$ cat src/rtl/pipe_adder.sv
// pipe_adder: STAGES-deep sliced adder/subtractor, valid/ready with full backpressure.
// Optional PIPE_ADDER_SATURATE_EN adds in_sat for per-beat signed saturation.
module pipe_adder #(
  parameter int WIDTH  = 32,
  parameter int STAGES = 4
) (
  input  logic             clk,
  input  logic             rst,
  input  logic             in_valid,
  output logic             in_ready,
  input  logic [WIDTH-1:0] in_a,
  input  logic [WIDTH-1:0] in_b,
  input  logic             in_sub,
  input  logic             in_cin,
`ifdef PIPE_ADDER_SATURATE_EN
  input  logic             in_sat,
`endif
  output logic             out_valid,
  input  logic             out_ready,
  output logic [WIDTH-1:0] out_sum,
  output logic             out_cout,
  output logic             out_ovf
);

  localparam int SW   = WIDTH / STAGES;
  localparam int LAST = STAGES - 1;

  logic             en;
  logic [WIDTH-1:0] b_eff;
  logic             c0;

  assign en       = !out_valid || out_ready;
  assign in_ready = en;
  assign b_eff    = in_sub ? ~in_b : in_b;
  assign c0       = in_sub ? 1'b1 : in_cin;

  for (genvar k = 0; k < STAGES; k++) begin : g_stg
    // y carries only the b slices still to be added
    localparam int YW = (STAGES - k) * SW;

    logic             v_in;
    logic             c_in;
    logic [WIDTH-1:0] x_in;
    logic [YW-1:0]    y_in;
`ifdef PIPE_ADDER_SATURATE_EN
    logic             sat_in;
`endif
    logic [SW:0]      part;
    logic             v_d, v_q;
    logic             c_d, c_q;
    logic [WIDTH-1:0] x_d, x_q;

    if (k == 0) begin : g_src
      assign v_in = in_valid;
      assign c_in = c0;
      assign x_in = in_a;
      assign y_in = b_eff;
`ifdef PIPE_ADDER_SATURATE_EN
      assign sat_in = in_sat;
`endif
    end else begin : g_src
      assign v_in = g_stg[k-1].v_q;
      assign c_in = g_stg[k-1].c_q;
      assign x_in = g_stg[k-1].x_q;
      assign y_in = g_stg[k-1].g_fwd.y_q;
`ifdef PIPE_ADDER_SATURATE_EN
      assign sat_in = g_stg[k-1].g_fwd.sat_q;
`endif
    end

    // x holds finished sum slices below k and untouched A slices above
    always_comb begin
      part = {1'b0, x_in[k*SW +: SW]}
           + {1'b0, y_in[SW-1:0]}
           + {{SW{1'b0}}, c_in};
      x_d = x_in;
      x_d[k*SW +: SW] = part[SW-1:0];
      c_d = part[SW];
      v_d = v_in;
    end

    if (k < LAST) begin : g_fwd
      logic [YW-SW-1:0] y_d, y_q;
`ifdef PIPE_ADDER_SATURATE_EN
      logic sat_d, sat_q;
      always_comb sat_d = sat_in;
`endif
      always_comb y_d = y_in[YW-1:SW];

      always_ff @(posedge clk or posedge rst) begin
        if (rst) begin
          v_q <= 1'b0;
          c_q <= 1'b0;
          x_q <= '0;
          y_q <= '0;
`ifdef PIPE_ADDER_SATURATE_EN
          sat_q <= 1'b0;
`endif
        end else if (en) begin
          v_q <= v_d;
          c_q <= c_d;
          x_q <= x_d;
          y_q <= y_d;
`ifdef PIPE_ADDER_SATURATE_EN
          sat_q <= sat_d;
`endif
        end
      end
    end else begin : g_out
      logic             ovf_d, ovf_q;
      logic [WIDTH-1:0] r_d;

      always_comb begin
        ovf_d = (x_in[WIDTH-1] == y_in[YW-1])
             && (x_d[WIDTH-1] != x_in[WIDTH-1]);
        r_d = x_d;
`ifdef PIPE_ADDER_SATURATE_EN
        if (sat_in && ovf_d)
          r_d = x_in[WIDTH-1] ? {1'b1, {(WIDTH-1){1'b0}}}
                              : {1'b0, {(WIDTH-1){1'b1}}};
`endif
      end

      // result fields load only with a real beat so they hold across bubbles
      always_ff @(posedge clk or posedge rst) begin
        if (rst) begin
          v_q   <= 1'b0;
          c_q   <= 1'b0;
          x_q   <= '0;
          ovf_q <= 1'b0;
        end else if (en) begin
          v_q <= v_d;
          if (v_d) begin
            c_q   <= c_d;
            x_q   <= r_d;
            ovf_q <= ovf_d;
          end
        end
      end
    end
  end

  assign out_valid = g_stg[LAST].v_q;
  assign out_sum   = g_stg[LAST].x_q;
  assign out_cout  = g_stg[LAST].c_q;
  assign out_ovf   = g_stg[LAST].g_out.ovf_q;

endmodule

$ cat config.mk
export PLATFORM = sky130hd
export DESIGN_NAME = pipe_adder
export DESIGN_NICKNAME = d
export VERILOG_FILES = /design/src/rtl/pipe_adder.sv
export SDC_FILE = /design/constraint.sdc
export NUM_CORES = 1
export LEC_CHECK = 0
export ABC_AREA = 1
export CORE_UTILIZATION = 41
export DETAILED_ROUTE_END_ITERATION = 8
export GPL_TIMING_DRIVEN = 0
export SYNTH_ARGS = -nofsm -noshare
export SYNTH_HDL_FRONTEND = slang
export SYNTH_SLANG_ARGS = --single-unit
$ cat constraint.sdc
create_clock -name clk -period 7.8 [get_ports clk]
set_input_delay 0.78 -clock clk [delete_from_list [all_inputs] [get_ports clk]]
set_output_delay 0.78 -clock clk [all_outputs]
set_load 0.03 [all_outputs]
==> Yosys cells after proc, flatten, opt, wreduce, memory -nomap -nowiden <==
Cells that the tools add are included.
{ "totals": {"word_cells": 33, "mem_bits_ro": 0, "latch_bits": 0, "ram_bits": 0, "reg_bits": 185, "output_inout_bits": 36, "input_bits": 70, "n_memories": 0} }
{ "op_classes": {"shifts": 0, "div_mod_pow": 0, "n_reduce_logical": 4, "add_sub_neg": 8, "magnitude_cmp": 0, "bitwise": 1, "muxes": 2, "n_eq_ne": 2, "n_mul": 0} }
{ "op_table": {"columns": ["cell", "count"], "rows": [
  ["adder 8 x 8 -> 9 bit", 4],
  ["adder 9 x 1 -> 9 bit", 4],
  ["2-to-1 mux 32 bit", 1],
  ["NOT 32 bit", 1],
  ["AND reduction 2 bit", 1],
  ["== test 1 bit", 1],
  ["logical AND 1 bit", 1],
  ["zero test 1 bit", 1],
  ["logical OR 1 bit", 1],
  ["2-to-1 mux 1 bit", 1],
  ["inequality test 1 bit", 1]
]} }

==> Depth between registers and ports, before layout <==
Gate-level depths: netlist (run 1).
{ "logic_depth": {"word_depth": 4, "depth_mapped": 13, "depth_no_buf": 11} }

==> Least setup slack after synthesis (run 1) <==
OpenSTA, ideal clock, no wires.
{ "synth_timing": {"path_kind": "in2reg", "start": "input in_sub", "end": "register g_stg[0].x_q[4]", "t_required_ns": 7.717, "cell_stages": 11, "t_arrival_ns": 2.481, "path_buffers": 2, "setup_ns": 0.083, "path_slack_ns": 5.236, "cell_sequence": "buf_2 -> buf_4 -> or2_2 -> fa_1 -> inv_1 -> fa_1 -> inv_1 -> nand3_1 -> nand3_1 -> xnor2_1 -> o21ai_0"} }
{ "synth_between": {"elab_chain_len": 3} }
{ "synth_lines": {"columns": ["element", "line_no", "rtl"], "rows": [
  ["from (decl)", "13", "input logic in_sub,"],
  ["2-to-1 mux 32 bit", "34", "assign b_eff = in_sub ? ~in_b : in_b;"],
  ["adder 8 x 8 -> 9 bit", "74", "+ {1'b0, y_in[SW-1:0]}"],
  ["adder 9 x 1 -> 9 bit *", "75", "+ {{SW{1'b0}}, c_in};"],
  ["to (signal assigned)", "94", "x_q <= '0;"],
  ["to (signal assigned)", "102", "x_q <= x_d;"],
  ["to (decl)", "51", "logic [WIDTH-1:0] x_d, x_q;"]
]} }
Mark *: on every way between the ends. The rest lies on a longest branch, timed or not.
A chain may end at the register's enable or synchronous reset.

==> Worst setup path after layout (run 1) <==
{ "layout_timing": {"start": "input out_ready", "end": "output in_ready"} }
{ "layout_between": {"elab_chain_len": 1} }
{ "layout_lines": {"columns": ["element", "line_no", "rtl"], "rows": [
  ["from (decl)", "19", "input logic out_ready,"],
  ["logical OR 1 bit", "32", "assign en = !out_valid || out_ready;"],
  ["to (decl)", "10", "output logic in_ready,"]
]} }
No other way between the ends.

==> flow_summary_export.csv, run 1 <==
group,metric,value,unit
status,outcome,"finished clean",
finish,final_core_util,52.4,%
cts,cts_made_buffers,17,
route,vias,6493,
cts,cts_setup_buffers,0,
cts,clock_latency,0.43,ns
synthesis,async_reset_ff_share,100,%
floorplan,rows,52,
power_and_ir_drop,power.leakage,0.00535,uW
sta,setup_slack,4.41,ns
synthesis,ys_seq_area_share,53.2,%
synthesis,synth-edff-count,0,
finish,n_antenna_cell,0,
setup_path,reg2reg_depth,7,
setup_path,reg2reg_setup_slack,5.68,ns
sta,period_minus_slack,3.39,ns
finish,multi_input_area,3440,sq um
grt,grt_usage,19.7,%
route,wl_met2,9170,microns
setup_path,r2r_end,"g_stg[2].x_q[20]",
cts,cts_tree,"yes",
cts,h-tree-depth,4,
sta,clock_skew,0.00904,ns
synthesis,synth.largest_area_cell,"dfrtp_1",
route,dr.max_layer_used,"met4",
route,avgViaCountPerCell,4.67,
route,routed_wl,19900,microns
grt,grt_pass1_wl,32900,microns
finish,seqCellArea,4630,sq um
setup_path,worstSetupPathType,"in2out",
flow_run,max_cap_violations,0,
synthesis,synth.distinct_cells,28,
grt,grt_start_max_net_pins,101,
floorplan,coreArea,20500,sq um
cts,cts.repair.resized,0,
setup_path,crit_path_end_kind,"primary output",
finish,syn2layout_area_growth,23.6,%
sta,slew_headroom,52.8,%
sta,setup_viol,0,
floorplan,ios,106,
hold_path,holdPathStages,2,
power_and_ir_drop,power_density,408,nW/um^2
cts,cts_hold_buffers,0,
finish,drive_above_1_share,8.47,%
synthesis,synth.most_common_cell,"nand2_1",
placed_design,place_hpwl,14700,microns
sta,rsz0062_at_grt,"false",
route,route.detailed.drc,0,
grt,grt_pass1_vias,6317,
power_and_ir_drop,finalPower,4390,uW
synthesis,syn_area_per_cell,8.83,sq um
setup_path,r2r_start,"g_stg[1].c_q",
setup_path,cp_max_fo,10,
setup_path,worstPathRequired,7.02,ns
placed_design,preCtsSetupSlack,4.40,ns
grt,grt-ovfl-total,0,
floorplan,initial_core_util,42.4,%
finish,nFillCells,1955,
synthesis,netlist_area,8700,sq um
sta,hold_violations,0,
synthesis,synth_fp_nets,1091,
power_and_ir_drop,ir_drop,0.186,mV
placed_design,port_buffers,104,
synthesis,yosysWarnings,0,
synthesis,synthCells,985,
synthesis,synth_area_leaders,"dfrtp_1 53%, nand2_1 18%, o21ai_0 4.3%, ha_1 4.0%, inv_1 3.5%",
placed_design,place.gp.congestion,0.835,
hold_path,hold_path.class,"reg2reg",
hold_path,min_to,"g_stg[1].g_fwd.y_q[3]",
route,ant_nets,0,
synthesis,netlist.area_leader.share,53.2,%
synthesis,synth-seq-cells,185,
hold_path,hold_path_startpoint,"g_stg[0].g_fwd.y_q[11]",
finish,finalNonFillerCells,1391,
sta,max_slew.worst_pin.slew,0.707,ns
floorplan,fp.dieW,148,microns
floorplan,die-area,21800,sq um
cts,clockBufferDepth,2,
finish,fin_nets,1215,
cts,clockRootBuffer,"clkbuf_16",
synthesis,yosys-top-cells-count,"407 x nand2_1, 185 x dfrtp_1, 81 x inv_1",
placed_design,place_inst,1360,
sta,tns,0,ns
sta,max_clock_freq,295,MHz
sta,finalCritPeriodShare,43.5,%
floorplan,fp.dieH,148,microns
route,wl_met1,9940,microns
grt,antenna_found_initial,0,
sta,slew_viol_final,0,
cts,cts_num_sinks,185,
synthesis,synth_top_flop_cell,"dfrtp_1",
route,first_pass_iters,5,
setup_path,cp-start-kind,"input port",
route,drt-wirelength-per-cell,14.3,microns
cts,clk_pin_slew_worst_paths,0.06,ns
setup_path,cp.arrival,2.61,ns
route,wl_met3,617,microns
route,drt_iter0_drc,326,
power by group:
group | total [uW] | switching (uW) | internal, uW | leakage [uW]
logic | 1840 | 1110 | 724 | 0.00279
registers | 1620 | 245 | 1380 | 0.00225
clock network | 931 | 375 | 557 | 0.000311
metrics by stage:
step / instance area (sq um) / hold slack [ns]
after floorplan: 8700 / 0.442
final: 10700 / 0.467
after detailed placement: 10100 / 0.450
after CTS: 10700 / 0.468
after global routing: 10700 / 0.491
after global placement: 10100 / 0.450
cells by family (layout without fill, tap and decap cells):
kind of cell	Yosys count	in the layout	share of synthesized area [%]
AOI/OAI and AO/OA	125	125	7.61
xor gates and xnor gates	38	38	3.83
buffers and inverters	126	262	7.21
DFF	185	185	53.2
adders and majority gates	36	36	5.87
and+or+nand+nor	475	475	22.3
worst max-delay path: stages:
cell	delay, ns
clkdlybuf4s50_1	0.51
nor2_4	0.07
buf_6	0.14
inv_4	0.07
buf_6	0.18
buf_6	0.17
clkdlybuf4s50_1	0.68
cell type report:
| cell class | instances | area share [%] |
|---|---|---|
| buffer | 43 | 2.91 |
| clock buffer | 19 | 4.21 |
| clock inverter | 12 | 1.72 |
| inverter | 83 | 2.99 |
| multi-input combinational | 674 | 32.0 |
| sequential | 185 | 43.1 |
| tap | 270 | 3.14 |
| timing repair buffer | 105 | 9.94 |
registers in the layout, indices dropped and copies added (netlist names):
name,count
out_ovf,1
g_stg.c_q,3
g_stg.x_q,96
out_valid,1
g_stg.v_q,3
out_sum,32
g_stg.g_fwd.y_q,48
out_cout,1
how the worst max path moves through the flow:
stage	from	endpoint	slack (ns)	cells past startpoint
after detailed placement	out_ready	in_ready	4.40	7
after global routing	out_ready	in_ready	4.35	7
after floorplan	rst	g_stg[0].c_q	1.99	1
final	out_ready	in_ready	4.41	7
after CTS	out_ready	in_ready	4.39	7
after global placement	rst	g_stg[0].x_q[10]	-0.45	2
routing by layer:
layer / track usage (%) / vias to the layer above
met4: 6.19 / 0
met3: 3.64 / 12
li1: - / 3344
met5: 0 / -
met2: 30.8 / 119
met1: 27.9 / 3018
layout by cell type (no fill, tap or decap), types with 3 or more instances in the layout:
cell             Yosys  layout
clkbuf_16            0      17
nand2_1            407     407
ha_1                28      28
o21ai_0             74      74
buf_4               11      11
buf_6               12      12
nand3b_1             5       5
or2_2                6       6
buf_2               14      14
clkdlybuf4s50_1      0     104
fa_1                 8       8
bufinv_16            0       4
a21oi_1             16      16
xor2_1               8       8
o21ai_2              7       7
inv_1               81      80
nand4_1             11      11
dfrtp_1            185     185
clkbuf_1             3       3
nand3_1             31      31
nand3_2              6       6
nor2_1               7       7
inv_6                0       4
xnor2_1             30      30
o21ai_1             24      24
Power figures use the tool's default switching activity.
==> run 2, diff against run 1 <==
==> constraint.sdc (replaced) <==
create_clock -name clk -period 2.8 [get_ports clk]
set_input_delay 0.28 -clock clk [delete_from_list [all_inputs] [get_ports clk]]
set_output_delay 0.28 -clock clk [all_outputs]
set_load 0.03 [all_outputs]
==> run 2 against run 1 <==
Routed wire length increased by 0.36%. Cell count increased by 0.22%. Cell area is essentially flat. Combinational power grew to 2.8 times the previous value. Die area did not move. Core utilization about the same. Clock skew hardly changed. Global-route usage is 0.12 points higher. Register-to-register slack worse by 5.0 ns. Critical path depth did not move. Critical endpoint unchanged. Largest power group unchanged.
==> flow_summary_export.csv, run 2 (same netlist as run 1, synthesis figures left out) <==
group,metric,value,unit
sta,period_minus_slack,2.51,ns
finish,final_common_cell,"nand2_1",
sta,rsz0062_at_grt,"false",
route,route.detailed.drc,0,
sta,max_clock_freq,399,MHz
route,drt_iter0_drc,350,
cts,clockBufferDepth,2,
power_and_ir_drop,power_switching,4820,uW
finish,syn2layout_area_growth,23.5,%
power_and_ir_drop,ir_drop,0.536,mV
floorplan,die-area,21800,sq um
finish,largest_reg_flops,96,
sta,hold_violations,0,
floorplan,fp.dieW,148,microns
setup_path,cp-start-kind,"register",
power_and_ir_drop,power_density,1120,nW/um^2
finish,layout_common_cells,"407 x nand2_1, 185 x dfrtp_1, 104 x clkdlybuf4s50_1",
sta,slew_viol_final,0,
placed_design,place.gp.congestion,0.830,
cts,clock_latency,0.43,ns
floorplan,coreArea,20500,sq um
hold_path,hold_path.class,"in2async",
power_and_ir_drop,share_comb_of_total_power,42.6,%
sta,clock_skew,0.00949,ns
sta,max_slew.worst_pin.slew,0.656,ns
setup_path,cp.arrival,2.23,ns
cts,clk_pin_slew_worst_paths,0.07,ns
cts,cts_made_buffers,17,
power_and_ir_drop,p_sw_share,40.1,%
setup_path,cp_max_fo,10,
route,drt-wirelength-per-cell,14.3,microns
sta,finalCritPeriodShare,89.6,%
route,vias,6556,
floorplan,rows,52,
setup_path,crit_path_end_kind,"primary output",
grt,grt_pass1_wl,33500,microns
grt,grt_usage,19.9,%
placed_design,place_hpwl,15000,microns
cts,clockRootBuffer,"clkbuf_16",
floorplan,initial_core_util,42.4,%
cts,cts_setup_buffers,0,
floorplan,fp.dieH,148,microns
sta,slew_headroom,56.2,%
placed_design,port_buffers,104,
setup_path,worstPathRequired,2.52,ns
route,routed_wl,20000,microns
placed_design,place_inst,1363,
sta,holdWs,0.283,ns
finish,top_register,"g_stg.x_q",
grt,grt_start_max_net_pins,44,
route,avgViaCountPerCell,4.70,
setup_path,worstSetupPathType,"reg2out",
power_and_ir_drop,p_seq_share,37.5,%
finish,finalNonFillerCells,1394,
floorplan,ios,106,
flow_run,max_cap_violations,0,
sta,setup_viol,0,
status,outcome,"finished clean",
grt,grt_pass1_vias,6596,
power_and_ir_drop,finalPower,12000,uW
cts,cts_tree,"yes",
power_and_ir_drop,intPower,7200,uW
sta,tns,0,ns
grt,antenna_found_initial,0,
power_and_ir_drop,power.leakage,0.00534,uW
cts,h-tree-depth,4,
cts,cts_num_sinks,185,
finish,n_antenna_cell,0,
route,ant_nets,0,
cts,cts.repair.resized,0,
cts,cts_hold_buffers,0,
route,first_pass_iters,5,
power_and_ir_drop,pwr-share-clk,19.9,%
grt,grt-ovfl-total,0,
finish,drive_above_1_share,8.63,%
finish,fin_nets,1218,
setup_path,reg2reg_setup_slack,0.66,ns
## run 2: power by group through the flow
stage	Combinational [uW]	Clock (uW)	Sequential, uW
after detailed placement	5160	0	4560
after floorplan	3170	0	4800
after global routing	5820	2550	4660
after CTS	5180	2430	4510
after global placement	5050	0	4540
final	5120	2400	4510
## run 2: area by class of cell
type                    count  area (sq um)
multi-input cells         674          3440
well taps                 270           338
inverters                  83           318
repair buffers            108          1120
clock buffers              19           443
clock inverters            12           140
plain buffers              43           313
fillers                  1938          9750
flip-flops and latches    185          4630
## run 2: critical path: stages, from the launching register on
cell and delay [ns]:
dfrtp_1 0.39, inv_1 0.10, nor2_4 0.06, buf_6 0.15, inv_4 0.07, buf_6 0.18, buf_6 0.17, clkdlybuf4s50_1 0.68
## run 2: final timing paths
check | from | end | cells past startpoint
setup reg to reg | g_stg[1].c_q | g_stg[2].x_q[20] | 7
hold / removal | rst | out_sum[21] | 2
min in group clk | in_sub | g_stg[0].g_fwd.y_q[21] | 3
max in group asynchronous | rst | g_stg[0].x_q[11] | 4
setup / recovery | out_valid | in_ready | 7
hold reg to reg | g_stg[0].g_fwd.y_q[13] | g_stg[1].g_fwd.y_q[5] | 2
## run 2: per-layer routing
layer	share of wire, %	track usage [%]	vias up
met3	4.0	3.33	18
li1	-	-	3350
met5	0	0	-
met4	1.4	5.93	0
met2	45	31.1	132
met1	50	28.3	3056
## run 2: through the flow
stage / utilization [%] / cell area [sq um] / worst slack (ns)
3_3_place_gp: 49.2 / 10100 / -1.38
4_1_cts: 52.4 / 10700 / 0.261
3_5_place_dp: 49.6 / 10200 / 0.390
6_report: 52.4 / 10700 / 0.291
5_1_grt: 52.4 / 10700 / 0.214
2_1_floorplan: - / 8700 / 0.141
